[config.mk]
export PLATFORM = sky130hd
export DESIGN_NAME = bcd_tens_display
export DESIGN_NICKNAME = d
export VERILOG_FILES = /design/src/rtl/bcd_tens_display.sv
export SDC_FILE = /design/constraint.sdc
export NUM_CORES = 1
export LEC_CHECK = 0
export CORE_UTILIZATION = 50
export CTS_CLUSTER_DIAMETER = 60
export DETAILED_ROUTE_END_ITERATION = 6
export PLACE_DENSITY = 0.73
export SLEW_MARGIN = 20
export SYNTH_ARGS = -nofsm -noshare
export SYNTH_HDL_FRONTEND = slang
export SYNTH_SLANG_ARGS = --single-unit
[constraint.sdc]
create_clock -name CLK -period 3.1 [get_ports CLK]
set_clock_uncertainty 0.2 [all_clocks]
set_input_delay 0.62 -clock CLK [delete_from_list [all_inputs] [get_ports CLK]]
set_output_delay 0.62 -clock CLK [all_outputs]
set_load 0.005 [all_outputs]
[src/rtl/bcd_tens_display.sv]
// Takes the units digit from an asynchronous MOD-10 counter into the CLK domain and filters it.
// It keeps a MOD-10 tens digit from wrap events and multiplexes both digits onto a seven-segment display.
module bcd_tens_display #(
    parameter int REFRESH_DIV    = 1000,
    parameter bit SEG_ACTIVE_LOW = 1'b1,
    parameter bit BLANK_LZ       = 1'b1
) (
    input  logic       CLK,
    input  logic       RESET_0,
    input  logic       COUNTER_ACTIVE,
    input  logic       UP_DOWN,
    input  logic [3:0] UNITS_IN,
    output logic [3:0] TENS_OUT,
    output logic [3:0] UNITS_OUT,
    output logic       CARRY,
    output logic       BORROW,
    output logic       ERR,
    output logic [6:0] SEG_OUT,
    output logic [1:0] DIGIT_EN
);

    localparam int         CW      = $clog2(REFRESH_DIV);
    localparam logic [6:0] SEG_OFF = SEG_ACTIVE_LOW ? 7'h7F : 7'h00;
    localparam logic [6:0] SEG_DASH = 7'h40;

    // Two-flop synchronizers (S1 then S2) for all counter-domain signals
    logic [3:0] units_s1_q, units_s2_q;
    logic       up_s1_q, up_s2_q;
    logic       act_s1_q, act_s2_q;

    logic [3:0]    units_q, units_d;
    logic [3:0]    tens_q, tens_d;
    logic          carry_q, carry_d;
    logic          borrow_q, borrow_d;
    logic          err_q, err_d;
    logic [CW-1:0] cnt_q, cnt_d;
    logic          slot_q, slot_d;
    logic [1:0]    digit_en_q, digit_en_d;
    logic [6:0]    seg_q, seg_d;

    logic       stable;
    logic       accept;
    logic       invalid;
    logic [6:0] seg_raw;

    function automatic logic [6:0] seg7(input logic [3:0] d);
        logic [6:0] s;
        case (d)
            4'd0:    s = 7'h3F;
            4'd1:    s = 7'h06;
            4'd2:    s = 7'h5B;
            4'd3:    s = 7'h4F;
            4'd4:    s = 7'h66;
            4'd5:    s = 7'h6D;
            4'd6:    s = 7'h7D;
            4'd7:    s = 7'h07;
            4'd8:    s = 7'h7F;
            4'd9:    s = 7'h6F;
            default: s = 7'h00;
        endcase
        return s;
    endfunction

    always_ff @(posedge CLK or negedge RESET_0) begin
        if (!RESET_0) begin
            units_s1_q <= 4'd0;
            units_s2_q <= 4'd0;
            up_s1_q    <= 1'b0;
            up_s2_q    <= 1'b0;
            act_s1_q   <= 1'b0;
            act_s2_q   <= 1'b0;
        end else begin
            units_s1_q <= UNITS_IN;
            units_s2_q <= units_s1_q;
            up_s1_q    <= UP_DOWN;
            up_s2_q    <= up_s1_q;
            act_s1_q   <= COUNTER_ACTIVE;
            act_s2_q   <= act_s1_q;
        end
    end

    assign stable  = (units_s2_q == units_s1_q);
    assign accept  = stable && (units_s2_q != units_q) && (units_s2_q <= 4'd9);
    assign invalid = stable && (units_s2_q > 4'd9);

    // Wrap detection compares the previously accepted digit against the newly accepted one
    always_comb begin
        units_d  = units_q;
        tens_d   = tens_q;
        carry_d  = 1'b0;
        borrow_d = 1'b0;
        err_d    = err_q | invalid;
        if (accept) begin
            units_d = units_s2_q;
            if (units_q == 4'd9 && units_s2_q == 4'd0 && up_s2_q && act_s2_q) begin
                tens_d  = (tens_q == 4'd9) ? 4'd0 : tens_q + 4'd1;
                carry_d = 1'b1;
            end else if (units_q == 4'd0 && units_s2_q == 4'd9 && !up_s2_q && act_s2_q) begin
                tens_d   = (tens_q == 4'd0) ? 4'd9 : tens_q - 4'd1;
                borrow_d = 1'b1;
            end
        end
    end

    // The display follows the next slot so DIGIT_EN flips on the same edge the count wraps
    always_comb begin
        cnt_d  = cnt_q + CW'(1);
        slot_d = slot_q;
        if (cnt_q == CW'(REFRESH_DIV - 1)) begin
            cnt_d  = '0;
            slot_d = ~slot_q;
        end
        seg_raw    = 7'h00;
        digit_en_d = 2'b01;
        if (!slot_d) begin
            seg_raw = err_q ? SEG_DASH : seg7(units_q);
        end else begin
            digit_en_d = 2'b10;
            seg_raw    = (BLANK_LZ && tens_q == 4'd0) ? 7'h00 : seg7(tens_q);
        end
        seg_d = SEG_ACTIVE_LOW ? ~seg_raw : seg_raw;
    end

    always_ff @(posedge CLK or negedge RESET_0) begin
        if (!RESET_0) begin
            units_q    <= 4'd0;
            tens_q     <= 4'd0;
            carry_q    <= 1'b0;
            borrow_q   <= 1'b0;
            err_q      <= 1'b0;
            cnt_q      <= '0;
            slot_q     <= 1'b0;
            digit_en_q <= 2'b00;
            seg_q      <= SEG_OFF;
        end else begin
            units_q    <= units_d;
            tens_q     <= tens_d;
            carry_q    <= carry_d;
            borrow_q   <= borrow_d;
            err_q      <= err_d;
            cnt_q      <= cnt_d;
            slot_q     <= slot_d;
            digit_en_q <= digit_en_d;
            seg_q      <= seg_d;
        end
    end

    assign UNITS_OUT = units_q;
    assign TENS_OUT  = tens_q;
    assign CARRY     = carry_q;
    assign BORROW    = borrow_q;
    assign ERR       = err_q;
    assign SEG_OUT   = seg_q;
    assign DIGIT_EN  = digit_en_q;

endmodule

# == Yosys cells after proc, flatten, opt, wreduce, memory -nomap -nowiden ==
# Memory sizes are Yosys's and may differ from the RTL's.
# Cells that the tools add are included.
# totals
regBits,43
mem_bits_ro,224
input_bits,8
out_inout_bits,20
memories,2
# op_classes
n_addsub,3
magnitude_cmp,2
n_eq_ne,6
n_mux,15
bitwise_logic,3
n_reduce_logical,15
# mem_list
memory,words,word_bits,read_ports,rd_ports_with_merged_regs,wr,line,rtl
(no name shown),16,7,1,0,0,48,case (d)
(no name shown),16,7,1,0,0,48,
# op_table
op,n
$mux W7,3
$mux W4,4
$eq A4 B4 Y1 const B,3
$logic_not A4 Y1,3
$add A10 B1 Y10 const B,1
$eq A10 B10 Y1 const B,1
$mux W10,1
$logic_and A1 B1 Y1,9
$not A7 Y7,1
$mux W1,6
$add A4 B1 Y4 const B,1
$eq A4 B4 Y1,1
$gt A4 B4 Y1 const B,1
$le A4 B4 Y1 const B,1
$ne A4 B4 Y1,1
$sub A4 B1 Y4 const B,1
$mux W2,1
$reduce_and A2 Y1,1
$reduce_bool A2 Y1,1
$logic_not A1 Y1,1
$not A1 Y1,1
$or A1 B1 Y1,1

# == Logic depth before layout (Yosys ltp) ==
# Gate-level depths: netlist of the first run.
# logic_depth
word_depth,7
depth_mapped,7

# == Worst setup path after synthesis of the first run ==
# Ideal clock, no wire load.
# synth_path
path_type,flip-flop to flip-flop
start,register cnt_q[6]
end,register seg_q[3] (netlist: SEG_OUT[3])
t_arrival_ns,1.948
t_required_ns,2.822
slack_ns,0.874
stages_incl_launch_ff,6
path_buffers,0
synth_period_minus_slack_ns,2.226
path_cell_list,dfrtp_1 -> nand4_2 -> nor4_4 -> xor2_4 -> or3b_2 -> o22a_2
# synth_via
elab_chain_len,4
# synth_lines
item,line,rtl
start: declaration,36,"logic [CW-1:0] cnt_q, cnt_d;"
start signal: assignment,141,cnt_q <= cnt_d;
$eq A10 B10 Y1,109,if (cnt_q == CW'(REFRESH_DIV - 1)) begin
$mux W1,109,
$mux W7,115,if (!slot_d) begin
$not A7 Y7,121,seg_d = SEG_ACTIVE_LOW ? ~seg_raw : seg_raw;
net seg_d[3],39,"logic [6:0] seg_q, seg_d;"
end signal: assignment,144,seg_q <= seg_d;
end: declaration,39,
# The timed path passes the listed nets, and every way through them passes these cells.
# A chain may end at the register's enable or synchronous reset.

# == Final worst setup path of the first run ==
# layout_path
start,register tens_q[2] (netlist: TENS_OUT[2])
end,output port TENS_OUT[2]
# layout_rtl
item,line,rtl
start: declaration,32,"logic [3:0] tens_q, tens_d;"
start signal: assignment,137,tens_q <= tens_d;
end: declaration,13,"output logic [3:0] TENS_OUT,"
# No word-level cell between the ends.

==> results of run 1 <==
## layout make-up
type / instances / area, um^2 / area share
clock buffer: 6 / 82.6 / 0.0315
clock inverter: 1 / 30.0 / 0.0114
inverter: 10 / 37.5 / 0.0143
multi-input combinational: 147 / 1080 / 0.411
sequential: 42 / 1060 / 0.404
tap: 50 / 62.6 / 0.0238
timing repair buffer: 28 / 273 / 0.104
## through the flow
stage	cells	setup slack (ns)	util	hold slack, ns	cell area (um^2)
5_1_grt	284	0.495	0.638	0.168	2630
3_3_place_gp	277	0.741	0.611	0.132	2510
6_report	284	0.655	0.638	0.154	2630
4_1_cts	284	0.641	0.638	0.159	2630
2_1_floorplan	205	0.874	-	0.124	2200
3_5_place_dp	277	0.650	0.611	0.142	2510
## per-layer routing
layer / track usage / part of all wire / up-vias
met4: 0.0859 / 0.014 / 0
met5: 0 / 0 / -
met3: 0.0400 / 0.044 / 6
met1: 0.263 / 0.49 / 734
li1: - / - / 761
met2: 0.290 / 0.45 / 34
## registers in the layout, summed over array words and instances (netlist names)
signal / cells
act_s2_q: 1
act_s1_q: 1
up_s2_q: 1
units_s1_q: 4
TENS_OUT: 4
ERR: 1
units_s2_q: 4
cnt_q: 10
SEG_OUT: 7
up_s1_q: 1
DIGIT_EN: 2
UNITS_OUT: 4
BORROW: 1
CARRY: 1
## cells in the final DEF, fill, tap and decap left out, types with 2 or more instances in the layout
| cell type | instances |
|---|---|
| sky130_fd_sc_hd__o22a_1 | 2 |
| sky130_fd_sc_hd__o22a_2 | 3 |
| sky130_fd_sc_hd__nor3b_1 | 2 |
| sky130_fd_sc_hd__ha_1 | 13 |
| sky130_fd_sc_hd__mux2i_1 | 4 |
| sky130_fd_sc_hd__nor2_1 | 19 |
| sky130_fd_sc_hd__xnor2_1 | 7 |
| sky130_fd_sc_hd__dfstp_2 | 7 |
| sky130_fd_sc_hd__xor2_1 | 8 |
| sky130_fd_sc_hd__nor2b_1 | 4 |
| sky130_fd_sc_hd__nor3_1 | 5 |
| sky130_fd_sc_hd__inv_1 | 10 |
| sky130_fd_sc_hd__clkbuf_8 | 6 |
| sky130_fd_sc_hd__and3_1 | 2 |
| sky130_fd_sc_hd__or3_1 | 2 |
| sky130_fd_sc_hd__mux2_2 | 6 |
| sky130_fd_sc_hd__and2_1 | 4 |
| sky130_fd_sc_hd__nand3_2 | 2 |
| sky130_fd_sc_hd__a21oi_1 | 13 |
| sky130_fd_sc_hd__nand2b_1 | 7 |
| sky130_fd_sc_hd__o21ai_0 | 12 |
| sky130_fd_sc_hd__nand2_1 | 7 |
| sky130_fd_sc_hd__nand3_1 | 6 |
| sky130_fd_sc_hd__dfrtp_1 | 35 |
| sky130_fd_sc_hd__clkdlybuf4s50_1 | 26 |
## power by group
part | switching, uW | internal, uW
logic | 169 | 257
clock network | 176 | 258
registers | 79.0 | 650
total | 425 | 1170
## cell families after synthesis
family,after synthesis,share of synthesized area
xor gates and xnor gates,16,0.0721
buffers and inverters,16,0.0295
and+or+nand+nor,70,0.188
adders and majority gates,13,0.0738
muxes,10,0.0488
DFF,42,0.481
AOI/OAI and AO/OA,38,0.107
## final timing paths
| kind | slack, ns | to | startpoint |
|---|---|---|---|
| worst min-delay path | 0.15 | act_s2_q$_DFF_PN0_ | act_s1_q$_DFF_PN0_ |
| worst max-delay path | 0.66 | TENS_OUT[2] | TENS_OUT[2]$_DFFE_PN0P_ |
| min in group asynchronous | 0.25 | BORROW$_DFF_PN0_ | RESET_0 |
| worst max register to register | 0.67 | SEG_OUT[3]$_DFF_PN1_ | cnt_q[0]$_DFF_PN0_ |
| max in group asynchronous | 1.90 | UNITS_OUT[3]$_DFFE_PN0P_ | RESET_0 |
| worst min register to register | 0.15 | act_s2_q$_DFF_PN0_ | act_s1_q$_DFF_PN0_ |
==> results summary, run 1 <==
The run finished with clean final reports. By area the synthesized netlist is led by sky130_fd_sc_hd__dfrtp_1 40%, sky130_fd_sc_hd__dfstp_2 8.3%, sky130_fd_sc_hd__ha_1 7.4%, sky130_fd_sc_hd__nor2_1 3.2%, sky130_fd_sc_hd__xor2_1 3.2%. In this design, the stage delay of the slowest critical-path cell is 0.72 ns. The number of antenna violations at the first check in global routing was 0.

After filler insertion, the fill cell instance count of the layout stands at 352. The largest total area in the synthesized netlist belongs to sky130_fd_sc_hd__dfrtp_1. The gate count after technology mapping is 205.

The pin count of the biggest net entering global routing came out at 43. The highest attainable clock frequency came out at 409 MHz. The first-iteration detailed-routing DRC count is 97.

The post-detailed-route via-to-cell ratio came out at 5.40. Counting flops and latches in the post-synthesis netlist gives 42. The count of buffering cells on the critical path with inverters included is 1.

The kind of cell adding the most delay to the critical path is flip-flops. The number of cell rows is 23. The count of flip-flops with a built-in enable after synthesis came out at 0. The first-pass iteration count of the detailed router is 5.

The maximum ir drop on the vdd rail came out at 0.376 mV. Of the cells placed in the final design, the portion with a size suffix greater than 1 is 0.145. STA classifies the critical path startpoint as a flop.

By count the netlist is led by 35 x sky130_fd_sc_hd__dfrtp_1, 19 x sky130_fd_sc_hd__nor2_1, 13 x sky130_fd_sc_hd__a21oi_1, 13 x sky130_fd_sc_hd__ha_1, 12 x sky130_fd_sc_hd__o21ai_0. The path category of the worst min-delay check is reg -> reg. The number of instances on the worst hold path came out at 0. Counting every net in the synthesized netlist gives 226. Synthesis instantiated 45 different standard cells from the library.

The number of global-route vias before repair came out at 1417. At the later pin of the worst-skew pair, clock insertion delay measures 0.29 ns. The primary flip-flop cell chosen by synthesis mapping is sky130_fd_sc_hd__dfrtp_1.

The DRC violations left came out at 0. The number of antenna diodes in the final layout is 0. Data on the critical path is required at its endpoint by 2.28 ns. Summing every instance area after synthesis gives 0.00220 mm^2. The largest driver fanout on the critical path is 23.

The setup TNS after final layout is 0 ns. The total clock buffers created by CTS came out at 5. The smallest clock period supported by the final layout is computed as 2.44 ns.

The number of input and output port buffers inserted is 27. The longest clock path from root to sink contains 2 buffers. Max-cap violations in this run came to 0. The die covers 0.00468 mm^2. The vias after detailed routing came out at 1535. At the end of the flow, the number of nets in the layout was 255. The wire length of the first global-routing pass is 6400 um. Yosys instantiated no cell more often than sky130_fd_sc_hd__dfrtp_1. The placer congestion estimate is 0.811. The worst setup path is captured at a primary output. The async set-or-reset flop fraction in the synthesized netlist came out at 1.00. The relative slew slack came out at 0.413.

During I/O placement, the number of pins put on the boundary was 28. The synthesized area per cell is 10.8 um^2. After clock tree synthesis, the clock-pin slew on the worst setup and hold paths is 0.08 ns. Counting every sink on the clock net gives 42. The die span in y is 68.4 um. The sum of internal, switching and leakage power came out at 1590 uW.

The placeable core region came out at 0.00412 mm^2. The critical path goes through clkdlybuf4s50_1. The static leakage is 0.00112 uW. The slowest cell on the critical path is sky130_fd_sc_hd__dfrtp_1. The sequential cell area fraction in the yosys report is 0.481. Once detail routing completed, the nets flagged for antenna violations numbered 0. The synthesis-to-layout area growth came out at 19.1%.

The final hold violation count is 0. The period utilization is 0.789. The floorplan step set the die width to 68.4 um.

Setup repair after global routing left no endpoint under its margin. The final routed wire length divided by cell count came out at 13.5 um. The detailed-placement wirelength estimate is 2790 um. The post-CTS repair timing setup buffer count came out at 0. The routed design has 3850 um of wire.

The path depth of the worst reg2reg path is 6. The category of the most critical setup path is reg -> out. In this run the number of H-tree levels came out at 2. The setup-violating endpoint count in the final report is 0. The cell sitting at the root of the clock tree is a sky130_fd_sc_hd__clkbuf_8. In this run the number of cells on the critical path is 1.

The pin slew with the least headroom to its limit is 0.880 ns. The starting utilization of the core area is 0.536. The share of the synthesized area in the top cell type came out at 0.397. The data arrival at the endpoint of the critical path came out at 1.62 ns. The global route total overflow is 0. TritonCTS built the clock tree.

Dividing total power by cell area gives a power density of 606 mW/mm^2. The overall routing resource usage came out at 0.192. Buffers inserted to repair hold after CTS numbered 0. After clock tree synthesis, the repair step resized 0 gates.

During synthesis, Yosys emitted a total of 0 warnings. The number of pins exceeding their max-slew limit in the final report is 0.
(Power assumes the default switching activity.)
==> run 2: changes to the inputs <==
CORE_UTILIZATION = 49   (was 50)
PLACE_DENSITY = 0.75   (was 0.73)
clock period = 2.2 ns   (was 3.1 ns; I/O delays follow)
==> results summary, run 2 (synthesized netlist as in run 1, its figures left out) <==
The setup TNS after final layout is 0 ns (unchanged). The total clock buffers created by CTS was 5 (unchanged). The post-CTS repair timing setup buffer count came out at 0 (unchanged).

Dividing the final minimum period by the clock period gives 0.952. The vias after detailed routing came out at 1558 (+1.5%). The flow ran to the end, but the final reports show violations. The post-detailed-route via-to-cell ratio is 5.13 (-5.2%). The largest driver fanout on the critical path is 5 (-78%).

The number of top-level pins is 28 (unchanged). The remaining number of nets flagged by the antenna check after routing is 0 (unchanged). The final routed wire length divided by cell count was 13.0 um (-4.3%). The final hold violation count is 9 (+9). The wire length of the first global-routing pass came out at 6830 um (+6.8%). The first-iteration detailed-routing DRC count came out at 50 (-48%). The die span in y is 69.1 um (+0.99%).

The tightest min-delay check is of the in -> async type. The pin slew with the least headroom to its limit is 0.500 ns (-0.380 ns). The data arrival at the endpoint of the critical path is 2.12 ns (+0.50 ns). The summed area of non-filler cells in the final layout came out at 0.00278 mm^2 (+5.8%). The top cell types in the final layout, fill and taps aside, are 35 x sky130_fd_sc_hd__dfrtp_1, 26 x sky130_fd_sc_hd__clkdlybuf4s50_1, 19 x sky130_fd_sc_hd__nor2_1.

The setup-violating endpoint count in the final report came out at 0 (unchanged). The share of post-route cells with drive strength above 1 is 0.214 (+0.0690). The global route total overflow came to 0 (unchanged).

The final cell utilization of the core is 0.642 (+0.00419). The detailed-placement wirelength estimate came to 2990 um (+7.2%). The number of diodes added for antenna fixing was 0 (unchanged). The static leakage is 0.00120 uW (+7.3%). The post-layout net count was 272 (+6.7%). The worst hold slack came out at -0.0111 ns (-0.165 ns). The final reports fail on hold timing. The data required time at the worst endpoint came out at 2.23 ns (-0.05 ns). The pin count of the biggest net entering global routing is 43 (unchanged). The clock latency reported for the late side of the worst-skew pair is 0.29 ns (about the same).

The buffer levels on the longest clock path came out at 2 (unchanged). STA classifies the critical path endpoint as a flop. The number of antenna violations at the first check in global routing is 0 (unchanged).

The placer congestion estimate came out at 0.840 (+3.5%). The number of max-capacitance violations reported came out at 0 (unchanged). The starting utilization of the core area is 0.510 (-0.0259).

The highest attainable clock frequency came out at 478 MHz. The root buffer cell is sky130_fd_sc_hd__clkbuf_8. The relative slew slack is 0.666 (+0.253). The synthesis-to-layout area growth came out at 25.9%.

The count of instances resized after the clock tree is built came to 0 (unchanged). The library cell used most frequently in the layout, excluding fill and tap cells, is sky130_fd_sc_hd__dfrtp_1. The quantity of hold-fixing buffers added after cts came out at 0 (unchanged).

Setup repair after global routing left no endpoint under its margin. The maximum level of the CTS H-tree is 2 (unchanged). The total wire length after detailed routing is 3940 um (+2.5%).

The cell area after placement is 0.00265 mm^2 (+5.3%). The multi-input logic area came out at 0.00110 mm^2 (+2.2%). The number of global-route vias before repair is 1480 (+4.4%). For the finished layout, the period the worst path requires is 2.09 ns.

More flip-flops sit in one register than any other, and that register is cnt_q. The DRC violations left is 0 (unchanged). The power density relative to cell area is 836 mW/mm^2 (+38%). The die span in x is 69.1 um (+0.99%). The total clock sinks is 42 (unchanged). The overall die area came out at 0.00477 mm^2 (+2.0%). The first-pass iteration count of the detailed router is 4 (-1). The placeable core region came out at 0.00432 mm^2 (+5.1%).

The clock input transition at the sequential cells of the worst setup and hold paths was 0.08 ns (about the same). The maximum ir drop on the vdd rail came out at 0.587 mV (+56%). The flip-flop count of the largest register after layout came out at 10 (unchanged). The worst setup path is launched from a flop. The number of pins exceeding their max-slew limit in the final report was 0 (unchanged).

The number of cells in the finished layout apart from fillers came to 304 (+7.0%). The total of fill cells in the finished design is 351 (-0.28%). TritonCTS built the clock tree. The overall routing resource usage was 0.181 (-0.0115). The register area came out at 0.00106 mm^2 (unchanged). The number of input and output port buffers inserted came out at 27 (unchanged).

The number of cell rows is 24 (+4.3%). The worst setup path is of the reg -> reg kind. The cell total after placement was 296 (+6.9%).
-- run 2: area by class of cell --
cell class	count	area share
sequential	42	0.382
tap	52	0.0234
clock buffer	6	0.0261
clock inverter	2	0.0135
inverter	10	0.0135
timing repair buffer	45	0.144
multi-input combinational	147	0.397
-- run 2: routing by layer --
layer | vias to the layer above | part of all wire | track usage
li1 | 794 | - | -
met2 | 29 | 0.47 | 0.286
met5 | - | 0 | 0
met3 | 7 | 0.037 | 0.0453
met4 | 0 | 0.013 | 0.0544
met1 | 728 | 0.48 | 0.245
-- run 2: path summary, 6_finish.rpt --
check / start / slack [ns] / endpoint / cells past startpoint
hold / removal: RESET_0 / -0.01 / DIGIT_EN[0]$_DFF_PN0_ / 2
setup reg to reg: cnt_q[5]$_DFF_PN0_ / 0.11 / SEG_OUT[3]$_DFF_PN1_ / 5
max in group asynchronous: RESET_0 / 1.46 / SEG_OUT[4]$_DFF_PN1_ / 2
min in group CLK: up_s1_q$_DFF_PN0_ / 0.16 / up_s2_q$_DFF_PN0_ / 0
hold reg to reg: up_s1_q$_DFF_PN0_ / 0.16 / up_s2_q$_DFF_PN0_ / 0
setup / recovery: cnt_q[5]$_DFF_PN0_ / 0.11 / SEG_OUT[3]$_DFF_PN1_ / 5
-- run 2: where the power goes --
| part | internal, uW | switching (uW) |
|---|---|---|
| logic | 428 | 320 |
| registers | 918 | 64.5 |
| clock network | 338 | 254 |
-- run 2: worst max-delay path, stage by stage (launching register included) --
cell and delay (ns):
sky130_fd_sc_hd__dfrtp_1 0.45, sky130_fd_sc_hd__nand4_2 0.16, sky130_fd_sc_hd__nor4_4 0.42, sky130_fd_sc_hd__xor2_4 0.12, sky130_fd_sc_hd__or3b_4 0.42, sky130_fd_sc_hd__o22a_2 0.26
-- run 2: through the flow --
step / hold slack, ns / setup WS (ns) / total power [uW]
floorplan: -0.0556 / 0.0569 / 1360
global placement: 0.133 / 0.119 / 1720
detailed placement: 0.140 / 0.0581 / 1740
CTS: 0.0105 / 0.0382 / 2350
global route: 0.0302 / 0.00988 / 2460
finish: -0.0111 / 0.106 / 2320
